===== src/rtl/fetch_queue.sv =====
// -----------------------------------------------------------------------------
// fetch_queue
//
// Instruction-fetch unit with redirect support and a prefetch FIFO.
// Generates sequential PCs, issues reads to a fixed-latency instruction memory,
// tracks outstanding reads in a MEM_LAT-deep pipe and buffers the returned
// instructions in a DEPTH-entry FIFO that decode drains over valid/ready.
// A redirect flushes the FIFO and all in-flight reads and restarts at a new PC.
//
// Optional feature macro: FETCH_ALIGN_CHECK_EN
//   defined   - a misaligned redirect target produces one error marker entry
//               {target, 0x13, err=1} and fetch halts until the next redirect.
//   undefined - redirect targets are aligned down to a word; err is tied to 0.
//
// Ports:
//   clk            clock, rising edge
//   rst            synchronous active-low reset
//   redirect_i     flush and restart fetch at redirect_pc_i
//   redirect_pc_i  restart target
//   imem_ren_o     memory read strobe
//   imem_addr_o    memory read address (current fetch PC)
//   imem_rdata_i   memory read data, valid MEM_LAT cycles after the request
//   valid_o        FIFO head valid
//   ready_i        consumer accepts head
//   pc_o           head PC
//   insn_o         head instruction
//   err_o          head entry is a misaligned-target marker
// -----------------------------------------------------------------------------
module fetch_queue #(
    parameter int                DWIDTH   = 32,
    parameter int                AWIDTH   = 32,
    parameter logic [AWIDTH-1:0] BASEADDR = AWIDTH'(32'h0100_0000),
    parameter int                DEPTH    = 4,
    parameter int                MEM_LAT  = 1
) (
    input  logic              clk,
    input  logic              rst,
    input  logic              redirect_i,
    input  logic [AWIDTH-1:0] redirect_pc_i,
    output logic              imem_ren_o,
    output logic [AWIDTH-1:0] imem_addr_o,
    input  logic [DWIDTH-1:0] imem_rdata_i,
    output logic              valid_o,
    input  logic              ready_i,
    output logic [AWIDTH-1:0] pc_o,
    output logic [DWIDTH-1:0] insn_o,
    output logic              err_o
);

    localparam int PW   = $clog2(DEPTH);
    localparam int CW   = PW + 1;
    localparam int LAST = MEM_LAT - 1;
    // Wide enough for count + inflight without overflow (inflight <= 4).
    localparam int SW   = CW + 3;

    logic [AWIDTH-1:0] fetch_pc_reg;
    logic [AWIDTH-1:0] fetch_pc_next;

    logic              pipe_valid_reg [MEM_LAT];
    logic [AWIDTH-1:0] pipe_pc_reg    [MEM_LAT];

    logic [AWIDTH-1:0] fifo_pc_reg    [DEPTH];
    logic [DWIDTH-1:0] fifo_insn_reg  [DEPTH];
    logic [CW-1:0]     count_reg;
    logic [CW-1:0]     count_next;
    logic [PW-1:0]     rd_ptr_reg;
    logic [PW-1:0]     wr_ptr_reg;

    logic [2:0]        inflight;
    logic [SW-1:0]     credit;
    logic              pop;
    logic              push;
    logic              issue;
    logic [AWIDTH-1:0] target_pc;
    logic [AWIDTH-1:0] push_pc;
    logic [DWIDTH-1:0] push_insn;

`ifdef FETCH_ALIGN_CHECK_EN
    logic              fifo_err_reg [DEPTH];
    logic              halt_reg;
    logic              marker_reg;
    logic              misaligned;
    logic              push_err;
`endif

    // ------------------------------------------------------------------
    // Credit accounting: every issued read is guaranteed a FIFO slot, so
    // the FIFO can never overflow regardless of ready_i behaviour.
    // ------------------------------------------------------------------
    always_comb begin
        inflight = 3'd0;
        for (int i = 0; i < MEM_LAT; i++) begin
            inflight = inflight + 3'(pipe_valid_reg[i]);
        end
    end

    assign valid_o = (count_reg != '0);
    assign pop     = valid_o && ready_i;
    assign credit  = SW'(count_reg) + SW'(inflight) - SW'(pop);

`ifdef FETCH_ALIGN_CHECK_EN
    assign misaligned = |redirect_pc_i[1:0];
    assign target_pc  = redirect_pc_i;
    // The marker is pushed in the cycle after the flushing redirect, when the
    // pipe is guaranteed empty, so it never collides with a memory response.
    assign push       = marker_reg | pipe_valid_reg[LAST];
    assign push_pc    = marker_reg ? fetch_pc_reg : pipe_pc_reg[LAST];
    assign push_insn  = marker_reg ? DWIDTH'(32'h0000_0013) : imem_rdata_i;
    assign push_err   = marker_reg;
    assign issue      = rst && !redirect_i && !halt_reg && (credit < SW'(DEPTH));
`else
    assign target_pc  = redirect_pc_i & ~AWIDTH'(3);
    assign push       = pipe_valid_reg[LAST];
    assign push_pc    = pipe_pc_reg[LAST];
    assign push_insn  = imem_rdata_i;
    assign issue      = rst && !redirect_i && (credit < SW'(DEPTH));
`endif

    assign imem_ren_o  = issue;
    assign imem_addr_o = fetch_pc_reg;

    always_comb begin
        fetch_pc_next = fetch_pc_reg;
        count_next    = count_reg;
        if (issue) begin
            fetch_pc_next = fetch_pc_reg + AWIDTH'(4);
        end
        case ({push, pop})
            2'b10:   count_next = count_reg + CW'(1);
            2'b01:   count_next = count_reg - CW'(1);
            default: count_next = count_reg;
        endcase
    end

    // ------------------------------------------------------------------
    // Control state: fetch PC, FIFO occupancy and pointers.
    // ------------------------------------------------------------------
    always_ff @(posedge clk) begin
        if (!rst) begin
            fetch_pc_reg <= BASEADDR;
            count_reg    <= '0;
            rd_ptr_reg   <= '0;
            wr_ptr_reg   <= '0;
`ifdef FETCH_ALIGN_CHECK_EN
            halt_reg     <= 1'b0;
            marker_reg   <= 1'b0;
`endif
        end else if (redirect_i) begin
            fetch_pc_reg <= target_pc;
            count_reg    <= '0;
            rd_ptr_reg   <= '0;
            wr_ptr_reg   <= '0;
`ifdef FETCH_ALIGN_CHECK_EN
            halt_reg     <= misaligned;
            marker_reg   <= misaligned;
`endif
        end else begin
            fetch_pc_reg <= fetch_pc_next;
            count_reg    <= count_next;
            if (push) begin
                wr_ptr_reg <= wr_ptr_reg + PW'(1);
            end
            if (pop) begin
                rd_ptr_reg <= rd_ptr_reg + PW'(1);
            end
`ifdef FETCH_ALIGN_CHECK_EN
            marker_reg   <= 1'b0;
`endif
        end
    end

    // ------------------------------------------------------------------
    // In-flight pipe: stage 0 captures the issued request, the last stage
    // lines up with the memory data and triggers the FIFO push.
    // ------------------------------------------------------------------
    genvar gi;
    generate
        for (gi = 0; gi < MEM_LAT; gi++) begin : g_pipe
            logic              in_valid;
            logic [AWIDTH-1:0] in_pc;

            if (gi == 0) begin : g_first
                assign in_valid = issue;
                assign in_pc    = fetch_pc_reg;
            end else begin : g_next
                assign in_valid = pipe_valid_reg[gi-1];
                assign in_pc    = pipe_pc_reg[gi-1];
            end

            always_ff @(posedge clk) begin
                if (!rst || redirect_i) begin
                    pipe_valid_reg[gi] <= 1'b0;
                    pipe_pc_reg[gi]    <= '0;
                end else begin
                    pipe_valid_reg[gi] <= in_valid;
                    pipe_pc_reg[gi]    <= in_pc;
                end
            end
        end
    endgenerate

    // ------------------------------------------------------------------
    // FIFO storage. Kept in flops so the head is readable combinationally
    // and can be cleared to zero on reset.
    // ------------------------------------------------------------------
    generate
        for (gi = 0; gi < DEPTH; gi++) begin : g_fifo
            always_ff @(posedge clk) begin
                if (!rst) begin
                    fifo_pc_reg[gi]   <= '0;
                    fifo_insn_reg[gi] <= '0;
`ifdef FETCH_ALIGN_CHECK_EN
                    fifo_err_reg[gi]  <= 1'b0;
`endif
                end else if (!redirect_i && push && (wr_ptr_reg == PW'(gi))) begin
                    fifo_pc_reg[gi]   <= push_pc;
                    fifo_insn_reg[gi] <= push_insn;
`ifdef FETCH_ALIGN_CHECK_EN
                    fifo_err_reg[gi]  <= push_err;
`endif
                end
            end
        end
    endgenerate

    assign pc_o   = fifo_pc_reg[rd_ptr_reg];
    assign insn_o = fifo_insn_reg[rd_ptr_reg];
`ifdef FETCH_ALIGN_CHECK_EN
    assign err_o  = fifo_err_reg[rd_ptr_reg];
`else
    assign err_o  = 1'b0;
`endif

endmodule


===== config.mk =====
export PLATFORM = sky130hd
export DESIGN_NAME = fetch_queue
export DESIGN_NICKNAME = d
export VERILOG_FILES = /design/src/rtl/fetch_queue.sv
export SDC_FILE = /design/constraint.sdc
export NUM_CORES = 1
export LEC_CHECK = 0
export CORE_MARGIN = 2
export CORE_UTILIZATION = 56
export CTS_CLUSTER_DIAMETER = 120
export DETAILED_ROUTE_END_ITERATION = 8
export PLACE_DENSITY = 0.91
export SLEW_MARGIN = 10
export SYNTH_ARGS = -nofsm -noshare
export SYNTH_HDL_FRONTEND = slang
export SYNTH_SLANG_ARGS = --single-unit

===== constraint.sdc =====
create_clock -name clk -period 7.76 [get_ports clk]
set_input_delay 0.776 -clock clk [delete_from_list [all_inputs] [get_ports clk]]
set_output_delay 0.776 -clock clk [all_outputs]
set_load 0.02 [all_outputs]

==> results.txt, run 1 <==
status -> finished, final reports clean
async set-reset flop share out of synthesis -> 0
IO Pins -> 167
vias per cell -> 5.75
Netlist cell types -> 49
width of the die -> 162 µm
Setup crit start kind -> input port
DRT Pass-1 Iters -> 5
CP Class -> in -> out
Via Count -> 8,471
Tot Pwr -> 3.94 mW
# H-tree levels -> 2
nature of the critical path endpoint -> output pin
Site Rows -> 57
slowest CP cell -> clkdlybuf4s50_1
Leakage -> 5.97 nW
die area -> 26,100 µm²
Synth Area per Inst -> 14.1 µm²
largest net degree at the start of global routing -> 63
Slew Viols, Final -> 0
main area contributors after synthesis -> edfxtp_1, and2_1, dfxtp_1, mux4_2, clkbuf_1
Die Y -> 162 µm
vias in the first global route -> 8,797
CTS Buf Count -> 35
period utilisation layout -> 0.577
r2r setup slk -> 4920 ps
worst hold path class -> reg -> reg
final setup TNS -> 0 ps
Syn. warnings -> 0
max_slew headroom -> 0.282
Int Pwr -> 3.05 mW
wire length per cell -> 20.4 µm
antenna diode count -> 0
max incr delay on CP -> 550 ps
PortBufs -> 159
Final #Nets -> 1,199
Cells after Synth -> 984
ANT nets after route -> 0
Worst Path Max Fanout -> 43
Starting Density -> 0.571
clock sink count -> 318
worst vdd ir -> 0.218 mV
skew final -> 10.4 ps
GPL Wtd Cong -> 0.824
Root Driver -> clkbuf_16
Largest register FFs -> 128
# Post-CTS Setup Buffers -> 0
initial antenna violation count -> 0
clk_lat worst skew -> 510 ps
synthesized area -> 13,900 µm²
worst-path cell chain -> clkdlybuf4s50_1 > o31a_1 > nand2b_1 > ha_1 > nor2b_1 > a41o_1 > a211oi_4 > buf_4 > nor2_1 > clkdlybuf4s50_1
worst slew pin tran -> 1080 ps
Net Sw Frac -> 0.225
Max Fclk -> 224 MHz
final setup violating endpoints -> 0
register area share after synthesis -> 0.636
core area -> 24,400 µm²
Tmin final -> 4470 ps
#FFs+latches synth -> 318
post-synth top area share -> 0.535
final routed DRC violation total -> 0
Comb pwr share -> 0.091
RSZ-0062 raised after global routing -> no
Gates resized, CTS repair -> 0
clock buffer depth -> 3
required time worst endpoint -> 6980 ps
Tot GR Track Use -> 0.233
clock network fraction of total power -> 0.414
cell mode on critical path -> clkdlybuf4s50_1
first-pass GRT wire length -> 47,100 µm
Worst-path clk slew -> 60 ps
Psw -> 887 µW
EDFF count, synth -> 248
layout cell share with drive strength beyond 1 -> 0.123
main flop type after synthesis -> edfxtp_1
cts hold-fix bufs -> 0
drt initial violations -> 708
Synth area leader -> edfxtp_1
TritonCTS clock tree -> done
grt ovf -> 0
worst path arrival time -> 3700 ps
Final Hold Viols -> 0
Power Dens Cells -> 233 nW/µm²
Synth-to-Final Area Change -> 21.2%
detailed placement HPWL -> 16,700 µm
sequential share of power -> 0.496
Total Wirelength -> 30,100 µm
Max-Cap Viols -> 0
==> cells in the mapped netlist, types with 2 or more instances <==
cell type  number
nor3b_1         9
buf_2          11
buf_6           3
nand3_1        17
nor3_1          5
xnor2_1         4
a31oi_1         9
a311oi_2        3
nand2_1        24
nor2b_1         6
a211oi_1        5
nand4bb_1       2
ha_1            8
edfxtp_1      248
o31ai_1         3
nor2_1         31
or4_1           4
xor2_1          2
dfxtp_1        70
and2_1        277
o21ai_1        10
nor4b_1         9
a311oi_1        5
inv_1          11
or3_1           6
and4_1         10
nand4_1        10
o21ai_0        32
and3_1          8
mux4_2         62
nor3_2          2
buf_4           6
buf_1           3
clkbuf_1       50
nand2b_1        3
nor4_1          3
==> metal layers <==
layer  part of all wire  vias up  global-route usage
li1                   -     3886                   -
met5                  0        -                   0
met2               0.51      369               0.409
met4              0.016        0              0.0559
met1               0.40     4179               0.307
met3              0.072       37              0.0398
==> critical path: cells and delay by family <==
kind	cells	cell delay, ps
simple gates	3	360
buf+inv	3	1500
compound gates	3	790
fa+ha+maj	1	240
==> metrics by stage <==
step,utilization,cells,hold slack [ps],instance area [µm²],setup slack (ps)
floorplan,-,988,472,13900,1620
global placement,0.645,1409,486,15700,3380
detailed placement,0.645,1409,509,15700,3320
CTS,0.691,1473,521,16900,3300
global route,0.691,1473,547,16900,3140
finish,0.691,1473,523,16900,3290
==> kinds of logic (layout without fill, tap and decap cells) <==
family | Yosys count | after routing | share of synthesized area
AO/OA/AOI/OAI | 76 | 76 | 0.0370
other | 1 | 5 | 0.000269
XOR/XNOR | 7 | 7 | 0.00494
buffers and inverters | 84 | 245 | 0.0269
multiplexers | 63 | 63 | 0.101
adder cells (fa/ha/maj) | 9 | 9 | 0.00863
AND/OR/NAND/NOR | 426 | 426 | 0.185
flip-flops | 318 | 318 | 0.636
==> power groups by stage <==
| stage | Sequential, mW | Combinational, mW | Clock, mW |
|---|---|---|---|
| after floorplan | 1.98 | 0.199 | 0 |
| after global placement | 1.98 | 0.350 | 0 |
| after detailed placement | 1.98 | 0.357 | 0 |
| after CTS | 1.95 | 0.360 | 1.66 |
| after global routing | 1.96 | 0.381 | 1.73 |
| final | 1.95 | 0.357 | 1.63 |
==> placed cells by master (no fill, tap or decap), drive strengths merged, types with 5 or more instances in the layout <==
cell,Yosys,final
a31oi,9,9
nor2,31,31
nor3b,9,9
nor4b,9,9
dfxtp,70,70
nor2b,6,6
a311oi,8,8
clkbuf,50,46
and2,277,277
nor3,7,7
conb,1,5
nand4,10,10
inv,11,14
mux4,62,62
a211oi,6,6
and3,8,8
o21ai,42,42
clkdlybuf4s50,0,159
buf,23,11
ha,8,8
nand2,24,24
and4,10,10
nand3,17,17
clkinv,0,8
or3,6,6
edfxtp,248,248
==> worst paths after layout <==
path / depth (start not counted) / startpoint / end
worst max register to register: 8 / count_reg[0] / imem_addr_o[12]
worst max-delay path: 10 / ready_i / imem_ren_o
worst min-delay path: 1 / imem_addr_o[7] / pipe_pc_reg[0][7]
worst min register to register: 1 / imem_addr_o[7] / pipe_pc_reg[0][7]
==> final cells by class <==
cell class	instances	area (µm²)
Inverter	11	41.3
Multi-Input combinational cell	586	4760
Tap cell	324	405
Fill cell	1649	7530
Sequential cell	318	8860
Clock buffer	46	927
Clock inverter	18	203
Timing Repair Buffer	170	1670
Note: power is estimated with default switching activity, not from simulation.
==> inputs of run 2 (changes only) <==
==> constraint.sdc (replaced) <==
create_clock -name clk -period 4.5 [get_ports clk]
set_input_delay 0.45 -clock clk [delete_from_list [all_inputs] [get_ports clk]]
set_output_delay 0.45 -clock clk [all_outputs]
set_load 0.02 [all_outputs]
==> run 2 against run 1 <==
Compared with the run above:
- critical path depth fell by 3
- cell area fell by 0.76%
- sequential power rose by 72%
- utilization fell by 0.52 points
- clock skew fell by 2.7 ps
- combinational power rose by 72%
- clock power rose by 53%
- wire length fell by 2.2%
- die area did not move
- worst hold slack got worse by 14 ps
- largest cell class unchanged
- largest power group unchanged
==> results.txt, run 2 (same netlist as run 1, synthesis figures left out) <==
worst slew pin tran -> 975 ps (-101 ps)
Worst Path Max Fanout -> 7 (-84%)
detailed placement HPWL -> 17,600 µm (+5.3%)
Site Rows -> 57 (unchanged)
antenna diode count -> 0 (unchanged)
Setup crit start kind -> flop
Tot GR Track Use -> 0.225 (-0.00826)
die area -> 26,100 µm² (unchanged)
Storage cell area -> 8860 µm² (unchanged)
TritonCTS clock tree -> done
period utilisation layout -> 0.773
skew final -> 7.66 ps (-2.70 ps)
Power Dens Cells -> 387 nW/µm² (+66%)
Tmin final -> 3480 ps
Total Wirelength -> 29,400 µm (-2.2%)
Final Core Density -> 0.686 (-0.00523)
Multi-input gate area -> 4760 µm² (unchanged)
layout cell share with drive strength beyond 1 -> 0.124 (+0.00141)
wire length per cell -> 20.1 µm (-1.9%)
Net Sw Frac -> 0.225 (about the same)
Int Pwr -> 5.02 mW (+65%)
vias in the first global route -> 8,653 (-1.6%)
required time worst endpoint -> 4050 ps (-2930 ps)
Slew Viols, Final -> 0 (unchanged)
worst path arrival time -> 3030 ps (-670 ps)
drt initial violations -> 614 (-13%)
Gates resized, CTS repair -> 0 (unchanged)
most common cell after layout, fill and taps aside -> and2_1
max_slew headroom -> 0.350 (+0.0676)
CP Class -> reg -> out
vias per cell -> 5.75 (about the same)
Die Y -> 162 µm (unchanged)
# H-tree levels -> 1 (-1)
Leakage -> 5.92 nW (-0.76%)
GPL Wtd Cong -> 0.837 (+1.6%)
clock buffer depth -> 3 (unchanged)
clock network fraction of total power -> 0.386 (-0.028)
CTS Buf Count -> 31 (-11%)
PortBufs -> 159 (unchanged)
sequential share of power -> 0.519 (+0.023)
initial antenna violation count -> 0 (unchanged)
Synth-to-Final Area Change -> 20.3%
cts hold-fix bufs -> 0 (unchanged)
Worst-path clk slew -> 60 ps (about the same)
status -> finished, final reports clean
Psw -> 1.46 mW (+64%)
first-pass GRT wire length -> 46,100 µm (-2.2%)
most frequent cells in the layout -> and2_1, edfxtp_1, clkdlybuf4s50_1
worst vdd ir -> 0.241 mV (+11%)
final setup TNS -> 0 ps (unchanged)
Starting Density -> 0.571 (unchanged)
final routed DRC violation total -> 0 (unchanged)
Max-Cap Viols -> 0 (unchanged)
Root Driver -> clkbuf_16
Final Hold Viols -> 0 (unchanged)
# Post-CTS Setup Buffers -> 0 (unchanged)
clk_lat worst skew -> 550 ps (+40 ps)
IO Pins -> 167 (unchanged)
width of the die -> 162 µm (unchanged)
grt ovf -> 0 (unchanged)
Largest register FFs -> 128 (unchanged)
RSZ-0062 raised after global routing -> no
Comb pwr share -> 0.095 (+0.004)
Final #Nets -> 1,197 (-0.17%)
ANT nets after route -> 0 (unchanged)
final setup violating endpoints -> 0 (unchanged)
core area -> 24,400 µm² (unchanged)
worst hold path class -> reg -> reg
DRT Pass-1 Iters -> 4 (-1)
Max Fclk -> 287 MHz
largest net degree at the start of global routing -> 63 (unchanged)
nature of the critical path endpoint -> output pin
Via Count -> 8,442 (-0.34%)
clock sink count -> 318 (unchanged)
fill cell count -> 1,662 (+0.79%)
[run 2: changes by cell type in the layout (fill, tap and decap cells not counted), moves of 2 or more]
cell,change
clkinv_1,-6
clkbuf_2,+5
clkbuf_16,-4
clkinv_2,+3
inv_6,-3
bufinv_16,-2
clkbuf_8,+2
[run 2: power by group through the flow]
stage | Clock [mW] | Combinational, mW | Sequential [mW]
after floorplan | 0 | 0.343 | 3.42
after global placement | 0 | 0.604 | 3.41
after detailed placement | 0 | 0.616 | 3.42
after CTS | 2.53 | 0.619 | 3.36
after global routing | 2.65 | 0.653 | 3.37
final | 2.50 | 0.614 | 3.36
[run 2: layout make-up]
type / count / share of cell area
Clock inverter: 8 / 0.00568
Timing Repair Buffer: 172 / 0.102
Multi-Input combinational cell: 586 / 0.284
Sequential cell: 318 / 0.529
Clock buffer: 49 / 0.0526
Inverter: 11 / 0.00247
Tap cell: 324 / 0.0242
[run 2: path summary, 6_finish.rpt]
path / from / to / slack, ps / depth (start not counted)
min: rd_ptr_reg[1] / rd_ptr_reg[1] / 510 / 2
max: count_reg[0] / imem_ren_o / 1020 / 7
min reg2reg: rd_ptr_reg[1] / rd_ptr_reg[1] / 510 / 2
max reg2reg: count_reg[0] / imem_addr_o[12] / 1700 / 8
[run 2: routing by layer]
layer | up-vias | GRT usage | share of wire
met5 | - | 0 | 0
met4 | 0 | 0.0507 | 0.016
met3 | 36 | 0.0303 | 0.070
met2 | 376 | 0.395 | 0.51
met1 | 4162 | 0.302 | 0.40
li1 | 3868 | - | -
[run 2: through the flow]
stage	std cells	hold slack (ps)	power [mW]	area, µm²	setup WS, ps
2_1_floorplan	988	472	3.76	13900	371
3_3_place_gp	1411	484	4.02	15800	1110
3_5_place_dp	1411	494	4.04	15800	1080
4_1_cts	1468	505	6.51	16700	1000
5_1_grt	1468	522	6.68	16700	866
6_report	1468	509	6.47	16700	1020
[run 2: worst max-delay path: stages (launching register included)]
cell and delay [ps]:
dfxtp_1 470, o31a_1 340, nand2b_1 140, ha_1 340, a311oi_2 380, a211oi_4 80, nor2_1 100, clkdlybuf4s50_1 640
